File: src/rtl/vc_lru_ctrl_pkg.sv
// rtl/vc_lru_ctrl_pkg.sv - shared types and helpers for the victim-cache LRU controller
// Contents: controller state enum, index-width helper, default-size age type.
package vc_lru_ctrl_pkg;

   typedef enum logic [1:0] {
      ST_IDLE   = 2'd0,
      ST_SELECT = 2'd1,
      ST_WRITE  = 2'd2
   } state_t;

   // Entry index / age width for a given entry count (never narrower than 1 bit).
   function automatic int idx_w(input int n);
      return (n <= 1) ? 1 : $clog2(n);
   endfunction

   localparam int VC_SIZE_DFLT = 8;

   typedef logic [idx_w(VC_SIZE_DFLT)-1:0] age_t;

endpackage

File: src/rtl/vc_lru_ctrl_if.sv
// rtl/vc_lru_ctrl_if.sv - request/response bundle between the L1 eviction path and the LRU controller
// Signals: valid_in, hit_en, hit_vec, insert_req (towards controller);
//          insert_ack, load, victim_idx, victim_was_valid, busy (from controller).
// Modports: master = requester side, slave = controller side.
interface vc_lru_ctrl_if
   import vc_lru_ctrl_pkg::*;
#(
   parameter int vc_size = 8
) ();
   localparam int IDX_W = idx_w(vc_size);

   logic [vc_size-1:0] valid_in;
   logic               hit_en;
   logic [vc_size-1:0] hit_vec;
   logic               insert_req;
   logic               insert_ack;
   logic [vc_size-1:0] load;
   logic [IDX_W-1:0]   victim_idx;
   logic               victim_was_valid;
   logic               busy;

   modport master (
      output valid_in, hit_en, hit_vec, insert_req,
      input  insert_ack, load, victim_idx, victim_was_valid, busy
   );

   modport slave (
      input  valid_in, hit_en, hit_vec, insert_req,
      output insert_ack, load, victim_idx, victim_was_valid, busy
   );
endinterface

File: src/rtl/vc_lru_ctrl_victim_select.sv
// rtl/vc_lru_ctrl_victim_select.sv - combinational victim chooser
// Inputs:  valid_in (per-entry valid), age (per-entry LRU age, 0 = MRU).
// Outputs: victim_idx (lowest free entry, else the LRU entry), victim_was_valid.
module vc_lru_ctrl_victim_select
   import vc_lru_ctrl_pkg::*;
#(
   parameter  int vc_size = 8,
   localparam int IDX_W   = idx_w(vc_size)
) (
   input  logic [vc_size-1:0] valid_in,
   input  logic [IDX_W-1:0]   age [vc_size],
   output logic [IDX_W-1:0]   victim_idx,
   output logic               victim_was_valid
);

   logic [IDX_W-1:0] free_idx;
   logic [IDX_W-1:0] lru_idx;
   logic             any_free;

   always_comb begin
      free_idx = '0;
      lru_idx  = '0;
      any_free = ~&valid_in;
      // Descending scan so the lowest free index wins.
      for (int i = vc_size - 1; i >= 0; i--) begin
         if (!valid_in[i]) begin
            free_idx = IDX_W'(i);
         end
      end
      // Ages are a permutation, so exactly one entry matches.
      for (int i = 0; i < vc_size; i++) begin
         if (age[i] == IDX_W'(vc_size - 1)) begin
            lru_idx = IDX_W'(i);
         end
      end
   end

   assign victim_idx       = any_free ? free_idx : lru_idx;
   assign victim_was_valid = valid_in[victim_idx];

endmodule

File: src/rtl/vc_lru_ctrl.sv
// rtl/vc_lru_ctrl.sv - victim-cache true-LRU replacement and insert controller
// Ports: clk, rst (async, active-high),
//        bus (vc_lru_ctrl_if.slave): valid_in, hit_en, hit_vec, insert_req in;
//        insert_ack, load, victim_idx, victim_was_valid, busy out (all registered).
module vc_lru_ctrl
   import vc_lru_ctrl_pkg::*;
#(
   parameter  int vc_size = 8,
   localparam int IDX_W   = idx_w(vc_size)
) (
   input  logic          clk,
   input  logic          rst,
   vc_lru_ctrl_if.slave  bus
);

   state_t             state_q, state_d;
   logic [IDX_W-1:0]   age_q [vc_size];
   logic [IDX_W-1:0]   age_d [vc_size];
   logic [IDX_W-1:0]   victim_idx_q, victim_idx_d;
   logic               was_valid_q, was_valid_d;
   logic [vc_size-1:0] load_q, load_d;
   logic               ack_q, ack_d;
   logic               busy_q, busy_d;

   logic [IDX_W-1:0]   sel_idx;
   logic               sel_was_valid;
   logic [IDX_W-1:0]   hit_idx;
   logic               hit_any;
   logic               touch_en;
   logic [IDX_W-1:0]   touch_idx;

   vc_lru_ctrl_victim_select #(
      .vc_size (vc_size)
   ) u_victim_select (
      .valid_in         (bus.valid_in),
      .age              (age_q),
      .victim_idx       (sel_idx),
      .victim_was_valid (sel_was_valid)
   );

   // Lowest set bit of hit_vec; multi-hot vectors resolve to the lowest entry.
   always_comb begin
      hit_idx = '0;
      hit_any = |bus.hit_vec;
      for (int i = vc_size - 1; i >= 0; i--) begin
         if (bus.hit_vec[i]) begin
            hit_idx = IDX_W'(i);
         end
      end
   end

   always_comb begin
      state_d      = state_q;
      victim_idx_d = victim_idx_q;
      was_valid_d  = was_valid_q;
      load_d       = '0;
      ack_d        = 1'b0;
      touch_en     = 1'b0;
      touch_idx    = victim_idx_q;
      case (state_q)
         ST_IDLE: begin
            if (bus.hit_en && hit_any) begin
               touch_en  = 1'b1;
               touch_idx = hit_idx;
            end
            if (bus.insert_req) begin
               state_d = ST_SELECT;
            end
         end
         ST_SELECT: begin
            // Outputs are registered, so the WRITE-cycle pulses are prepared here.
            victim_idx_d = sel_idx;
            was_valid_d  = sel_was_valid;
            load_d       = {{(vc_size-1){1'b0}}, 1'b1} << sel_idx;
            ack_d        = 1'b1;
            state_d      = ST_WRITE;
         end
         ST_WRITE: begin
            touch_en  = 1'b1;
            touch_idx = victim_idx_q;
            state_d   = ST_IDLE;
         end
         default: begin
            state_d = ST_IDLE;
         end
      endcase
      busy_d = (state_d != ST_IDLE);
   end

   // Touch: entries younger than the touched one age by one, touched entry becomes MRU.
   always_comb begin
      for (int j = 0; j < vc_size; j++) begin
         age_d[j] = age_q[j];
         if (touch_en && (age_q[j] < age_q[touch_idx])) begin
            age_d[j] = age_q[j] + 1'b1;
         end
      end
      if (touch_en) begin
         age_d[touch_idx] = '0;
      end
   end

   always_ff @(posedge clk or posedge rst) begin
      if (rst) begin
         state_q      <= ST_IDLE;
         victim_idx_q <= '0;
         was_valid_q  <= 1'b0;
         load_q       <= '0;
         ack_q        <= 1'b0;
         busy_q       <= 1'b0;
         for (int i = 0; i < vc_size; i++) begin
            age_q[i] <= IDX_W'(i);
         end
      end else begin
         state_q      <= state_d;
         victim_idx_q <= victim_idx_d;
         was_valid_q  <= was_valid_d;
         load_q       <= load_d;
         ack_q        <= ack_d;
         busy_q       <= busy_d;
         for (int i = 0; i < vc_size; i++) begin
            age_q[i] <= age_d[i];
         end
      end
   end

   assign bus.insert_ack       = ack_q;
   assign bus.load             = load_q;
   assign bus.victim_idx       = victim_idx_q;
   assign bus.victim_was_valid = was_valid_q;
   assign bus.busy             = busy_q;

endmodule
File: src/flat_wrapper.sv
// flat-port wrapper written by rule: the top's interface ports become plain ports
module vc_lru_ctrl_flat import vc_lru_ctrl_pkg::*;
#(
   parameter  int vc_size = 8,
   localparam int IDX_W   = idx_w(vc_size)
)
  (clk, rst, bus_valid_in, bus_hit_en, bus_hit_vec, bus_insert_req, bus_insert_ack, bus_load, bus_victim_idx, bus_victim_was_valid, bus_busy);
  vc_lru_ctrl_if #(.vc_size(vc_size)) bus_i ();
  input  logic clk;
  input  logic rst;
  input wire logic [$bits(bus_i.valid_in)-1:0] bus_valid_in;
  input wire logic [$bits(bus_i.hit_en)-1:0] bus_hit_en;
  input wire logic [$bits(bus_i.hit_vec)-1:0] bus_hit_vec;
  input wire logic [$bits(bus_i.insert_req)-1:0] bus_insert_req;
  output wire logic [$bits(bus_i.insert_ack)-1:0] bus_insert_ack;
  output wire logic [$bits(bus_i.load)-1:0] bus_load;
  output wire logic [$bits(bus_i.victim_idx)-1:0] bus_victim_idx;
  output wire logic [$bits(bus_i.victim_was_valid)-1:0] bus_victim_was_valid;
  output wire logic [$bits(bus_i.busy)-1:0] bus_busy;
  assign bus_i.valid_in = bus_valid_in;
  assign bus_i.hit_en = bus_hit_en;
  assign bus_i.hit_vec = bus_hit_vec;
  assign bus_i.insert_req = bus_insert_req;
  assign bus_insert_ack = bus_i.insert_ack;
  assign bus_load = bus_i.load;
  assign bus_victim_idx = bus_i.victim_idx;
  assign bus_victim_was_valid = bus_i.victim_was_valid;
  assign bus_busy = bus_i.busy;
  vc_lru_ctrl #(.vc_size(vc_size)) u_core (.clk(clk), .rst(rst), .bus(bus_i));
endmodule
File: config.mk
export PLATFORM = sky130hd
export DESIGN_NAME = vc_lru_ctrl_flat
export DESIGN_NICKNAME = d
export VERILOG_FILES = /design/src/rtl/vc_lru_ctrl_pkg.sv /design/src/rtl/vc_lru_ctrl_if.sv /design/src/rtl/vc_lru_ctrl_victim_select.sv /design/src/rtl/vc_lru_ctrl.sv /design/src/flat_wrapper.sv
export SDC_FILE = /design/constraint.sdc
export NUM_CORES = 1
export LEC_CHECK = 0
export ABC_AREA = 1
export BUFFER_PORTS_ARGS = -buffer_cell sky130_fd_sc_hd__buf_4
export CORE_MARGIN = 1.5
export CORE_UTILIZATION = 30
export CTS_CLUSTER_DIAMETER = 40
export DETAILED_ROUTE_END_ITERATION = 10
export PLACE_DENSITY_LB_ADDON = 0.2
export SLEW_MARGIN = 20
export SYNTH_ARGS = -nofsm -noshare
export SYNTH_HDL_FRONTEND = slang
export SYNTH_SLANG_ARGS = --single-unit
File: constraint.sdc
create_clock -name clk -period 4.4 [get_ports clk]
set_input_delay 0.88 -clock clk [delete_from_list [all_inputs] [get_ports clk]]
set_output_delay 0.88 -clock clk [all_outputs]
set_load 0.02 [all_outputs]
# ---- Word-level counts from Yosys, hierarchy flattened
# Cells that the tools add are included.
dict set report totals {
  reg_bits 40
  latch_bits 0
  ramBits 0
  rom_bits 0
  input_bits 20
  output_inout_bits 14
  wordCells 108
  memories 0
}
dict set report classes {
  addsub 8
  n_mul 0
  div_mod_pow 0
  order_cmp 11
  eq_ne 9
  n_shift 1
  mux 48
  n_bitwise 3
  reduce_logical 14
}
# cell n
set op_table {}
lappend op_table {{2-to-1 mux 3 bit} 36}
lappend op_table {{adder 3 x 1 -> 3 bit (second input constant)} 8}
lappend op_table {{bitwise AND 24 bit} 1}
lappend op_table {{less-than comparator 3 bit} 8}
lappend op_table {{2-to-1 mux 24 bit} 1}
lappend op_table {{NOT 24 bit} 1}
lappend op_table {{equality test 3 bit (second input constant)} 7}
lappend op_table {{logical AND 1 bit} 10}
lappend op_table {{binary-select mux 3 bit (select 3 bit)} 1}
lappend op_table {{demux 3 bit (select 3 bit)} 1}
lappend op_table {{2-to-1 mux 8 bit} 1}
lappend op_table {{AND reduction 8 bit} 1}
lappend op_table {{OR reduction 8 bit} 1}
lappend op_table {{<< shifter 1 x 3 -> 8 bit (first input constant)} 1}
lappend op_table {{>= comparator 4 bit (second input constant)} 1}
lappend op_table {{less-than comparator 3 x 4 -> 1 bit (second input constant)} 1}
lappend op_table {{less-than comparator 4 x 1 -> 1 bit (second input constant)} 1}
lappend op_table {{2-to-1 mux 1 bit} 4}
lappend op_table {{NOT 3 -> 4 bit} 1}
lappend op_table {{case mux 2 bit (2 select lines)} 1}
lappend op_table {{binary-select mux 1 bit (select 3 bit)} 1}
lappend op_table {{equality test 2 x 1 -> 1 bit (second input constant)} 1}
lappend op_table {{equality test 2 bit (second input constant)} 1}
lappend op_table {{zero test 2 bit} 1}
lappend op_table {{3 further kinds} 3}

# ---- Logic depth before layout (Yosys ltp)
dict set report depth {
  ltp_word 19
  depth_mapped 22
  mapped_depth_nobuf 21
}

# ---- Hierarchy
# A second synthesis with hierarchy kept.
dict set report hier_totals {
  hier_cells 418
  area_unflattened_um2 2954.1
}
# module n_inst cells_each area_each_um2 seq_area_each_um2
set by_module_without_submodules {}
lappend by_module_without_submodules {vc_lru_ctrl 1 374 2731.4 991.0}
lappend by_module_without_submodules {vc_lru_ctrl_victim_select 1 44 222.7 0.0}

# ---- Least setup slack after synthesis
# Ideal clock, no wire load.
dict set report synth_path {
  path_type {input-to-reg}
  from {input port bus_hit_vec[5]}
  to {register u_core.age_q[3] in the netlist's numbering}
  setup_time_ns 0.120
  arrival_time_ns 2.894
  required_ns 4.280
  setup_slack_ns 1.386
  stages 19
  path_buffers 1
  cell_sequence {nor2_1 > nand2_1 > nor2_2 > nor3_2 > nand2_2 > nand2_4 > buf_6 > inv_1 > nand2_1 > nand3_1 > nand4_1 > ha_1 > inv_1 > nor2_1 > nand2_2 > nand2_2 > nand2_1 > nand2_1 > nor2_1}
}
# item line
set synth_lines {}
lappend synth_lines {{start: declaration} flat_wrapper.sv:13} ;# input wire logic [$bits(bus_i.hit_vec)-1:0] bus_hit_vec;
lappend synth_lines {{end signal: indexed assignment} vc_lru_ctrl.sv:112} ;# age_q[i] <= IDX_W'(i);
lappend synth_lines {{end signal: indexed assignment} vc_lru_ctrl.sv:122} ;# age_q[i] <= age_d[i];
lappend synth_lines {{end: declaration} vc_lru_ctrl.sv:17} ;# logic [IDX_W-1:0] age_q [vc_size];

==> metrics.cfg <==
[status]
status = finished, final reports clean

[pwr]
peakVddDrop_mv = 0.234
powerDensity_nw_per_um2 = 655
power_leakage_uw = 0.00180

[synthesis]
ys_warn_count = 0
avgSynthCellArea_um2 = 6.88
ys_seq_area_share_pct = 34.6
synth_ff_type = dfrtp_1
synthesis.area_um2 = 2870
synth_top_area_share_pct = 23.6
synth-seq-cells = 39
ys_top_cells_by_area = dfrtp_1 (24%), nand2_1 (14%), dfstp_2 (11%), nor2_1 (11%), ha_1 (10%)
async_flop_share_pct = 100
synth_commonest_cells = nand2_1 (107), nor2_1 (82), inv_1 (59), dfrtp_1 (27), nand3_1 (27)
synth_most_common_cell = nand2_1
syn-num-nets = 460
yosysTopAreaCell = dfrtp_1
synth-edff-count = 0
ys_types = 27
netlist_instances = 417

[sta]
slew_headroom_pct = 65.5
hold_viol_final = 0
finalCritPeriodShare_pct = 73.9
max_freq_ghz = 0.308
fin_ws_ns = 1.15
setup_violations = 0
min_period_ns = 3.25
worst_clock_skew_ns = 0.00845
final-max-slew-violation-count = 0
rsz0062_at_grt = false
finalSetupTns_ns = 0
worst_pin_slew_ns = 0.514

[place]
dp.cells = 579
detailed_place.area_um2 = 3270
place_congestion = 0.872
place_ws_ns = 0.878
numPortBuffers = 33
dp_hpwl_um = 5220

[global_routing]
grt_usage_pct = 14.8
grt_pass1_wl_um = 11700
grt_pass1_vias = 2507
antenna_found_initial = 0
overflow = 0
grt_max_degree = 40

[route]
vias_per_cell = 4.42
ant_nets = 0
drc = 0
num_vias = 2597
wl_um = 6700
drt_iter0_markers = 118
wire_per_inst_um = 11.4
first_pass_iters = 4

[finish]
antenna_cells = 0
finalNonFillerCells = 587
n_fill_cell = 995
area_growth_syn_to_layout_pct = 17.2
finalInstanceArea_um2 = 3360
final_nets = 500
layout-drive-gt1-share_pct = 18.3

[die]
die_area_um2 = 10200
core_area_um2 = 9240
die_height_um = 101
io_pins = 34
initial_core_util_pct = 31.0
die_x_um = 101
core.rowCount = 35

[worst_setup_path]
startpoint_type = input pin
worstPathCellList = buf_4 > nor2_1 > nand2_1 > nor2_2 > nor3_2 > nand2_2 > nand2_4 > inv_1 > nand2_1 > nand3_1 > nand4_1 > ha_1 > nor2_1 > nand2_1 > nand2_1 > nand2_1 > nor2_1
cp_slowest_cell = nand4_1
cp_max_fo = 15
crit_path_max_incr_delay_ns = 0.43
criticalPathCategory = input pin to flip-flop
critPathTopFamily = simple AND/OR/NAND/NOR gates
crit_path_end_kind = flip-flop
required_ns = 4.64
arrival_ns = 3.49
worst_path_most_repeated_cell = nand2_1
cp.buffers_inverters = 2

[clocking]
cts_setup_buffers = 0
clock_path_buffers = 2
cts_resized = 0
cts_inserted_buffers = 5
clk-insertion-delay-late_ns = 0.30
cts_tree = yes
htree_levels = 2
clk_pin_slew_ns = 0.09
cts_sinks = 39
clock-root-buffer = clkbuf_8
holdBufCountCts = 0

[worst_hold_path]
hp-class = flip-flop to flip-flop

[flow_run]
maxCapViolations = 0

## worst reg2reg max path: stages (launching register included)
cell and delay (ns):
dfrtp_1 0.45, nor2_2 0.13, nand2_1 0.11, o21bai_4 0.20, nand2_2 0.18, nand2_4 0.15, inv_1 0.15, nand2_1 0.06
nand3_1 0.07, nand4_1 0.43, ha_1 0.40, nor2_1 0.33, nand2_1 0.09, nand2_1 0.06, nand2_1 0.04, nor2_1 0.10
## worst paths after layout
path / cells after the start / start / slack [ns] / to
hold reg to reg: 1 / u_core.state_q[0] / 0.49 / u_core.state_q[0]
hold / removal: 1 / u_core.state_q[0] / 0.49 / u_core.state_q[0]
setup / recovery: 17 / bus_hit_vec[5] / 1.15 / u_core.age_q[12]
min in group asynchronous: 3 / rst / 0.70 / u_core.bus.load[7]
setup reg to reg: 15 / u_core.bus.insert_ack / 1.38 / u_core.age_q[12]
max in group asynchronous: 3 / rst / 3.33 / u_core.age_q[12]
## layout make-up
| class | instances | area, um2 | area share (%) |
|---|---|---|---|
| multi-input cells | 316 | 1630 | 48.5 |
| repair buffers | 35 | 263 | 7.82 |
| well taps | 129 | 161 | 4.80 |
| clock buffers | 5 | 68.8 | 2.05 |
| clock inverters | 3 | 23.8 | 0.707 |
| flip-flops and latches | 39 | 991 | 29.5 |
| inverters | 60 | 225 | 6.70 |
## through the flow
stage | hold WS, ns | util [%] | total power, uW
global route | 0.523 | 36.4 | 2500
global placement | 0.476 | 35.4 | 1940
CTS | 0.497 | 36.4 | 2230
detailed placement | 0.473 | 35.4 | 1960
finish | 0.494 | 36.4 | 2200
floorplan | 0.451 | - | 1670
## routing by layer
layer  global-route usage, %  vias to the layer above  routed length (um)
met1                    18.6                     1183                3240
met2                    26.1                       31                3200
li1                        -                     1378                   -
met4                    3.90                        0                  65
met5                       0                        -                   0
met3                    2.50                        5                 195
## cell families (layout without fill, tap and decap cells)
family,after synthesis,in the layout,share of synthesized area (%)
AO/OA/AOI/OAI,32,32,6.46
adder cells (fa/ha/maj),23,23,10.0
buffers and inverters,62,103,8.64
XOR/XNOR,1,1,0.305
AND/OR/NAND/NOR,260,260,40.0
flip-flops,39,39,34.6
## placed cells by master (no fill, tap or decap)
master / n
xor2_1: 1
o31ai_1: 1
inv_1: 59
dfrtp_1: 27
clkinvlp_4: 2
nor2_2: 7
inv_6: 1
or2_2: 1
nand2_4: 1
nor2_4: 1
nand2_2: 16
nand4_1: 1
nor2_1: 82
a31oi_1: 1
nor3_1: 2
nand3_1: 27
a21boi_0: 2
o21bai_4: 1
o211ai_1: 1
nand3b_1: 13
dfstp_2: 12
a21oi_1: 19
nor3_2: 1
or3_1: 1
clkbuf_8: 5
o21ai_0: 7
ha_1: 23
nand2_1: 107
buf_4: 35
inv_2: 1
## registers in the layout (all words and copies together) (netlist names)
register and flops:
u_core.age_q 24, u_core.bus.load 8, u_core.bus.victim_idx 3, u_core.bus.busy 1
u_core.bus.insert_ack 1, u_core.bus.victim_was_valid 1, u_core.state_q 1
## report_power, final
part	switching, uW	internal (uW)
Clock	145	113
Combinational	766	479
Sequential	167	533
Note: power is estimated with default switching activity, not from simulation.
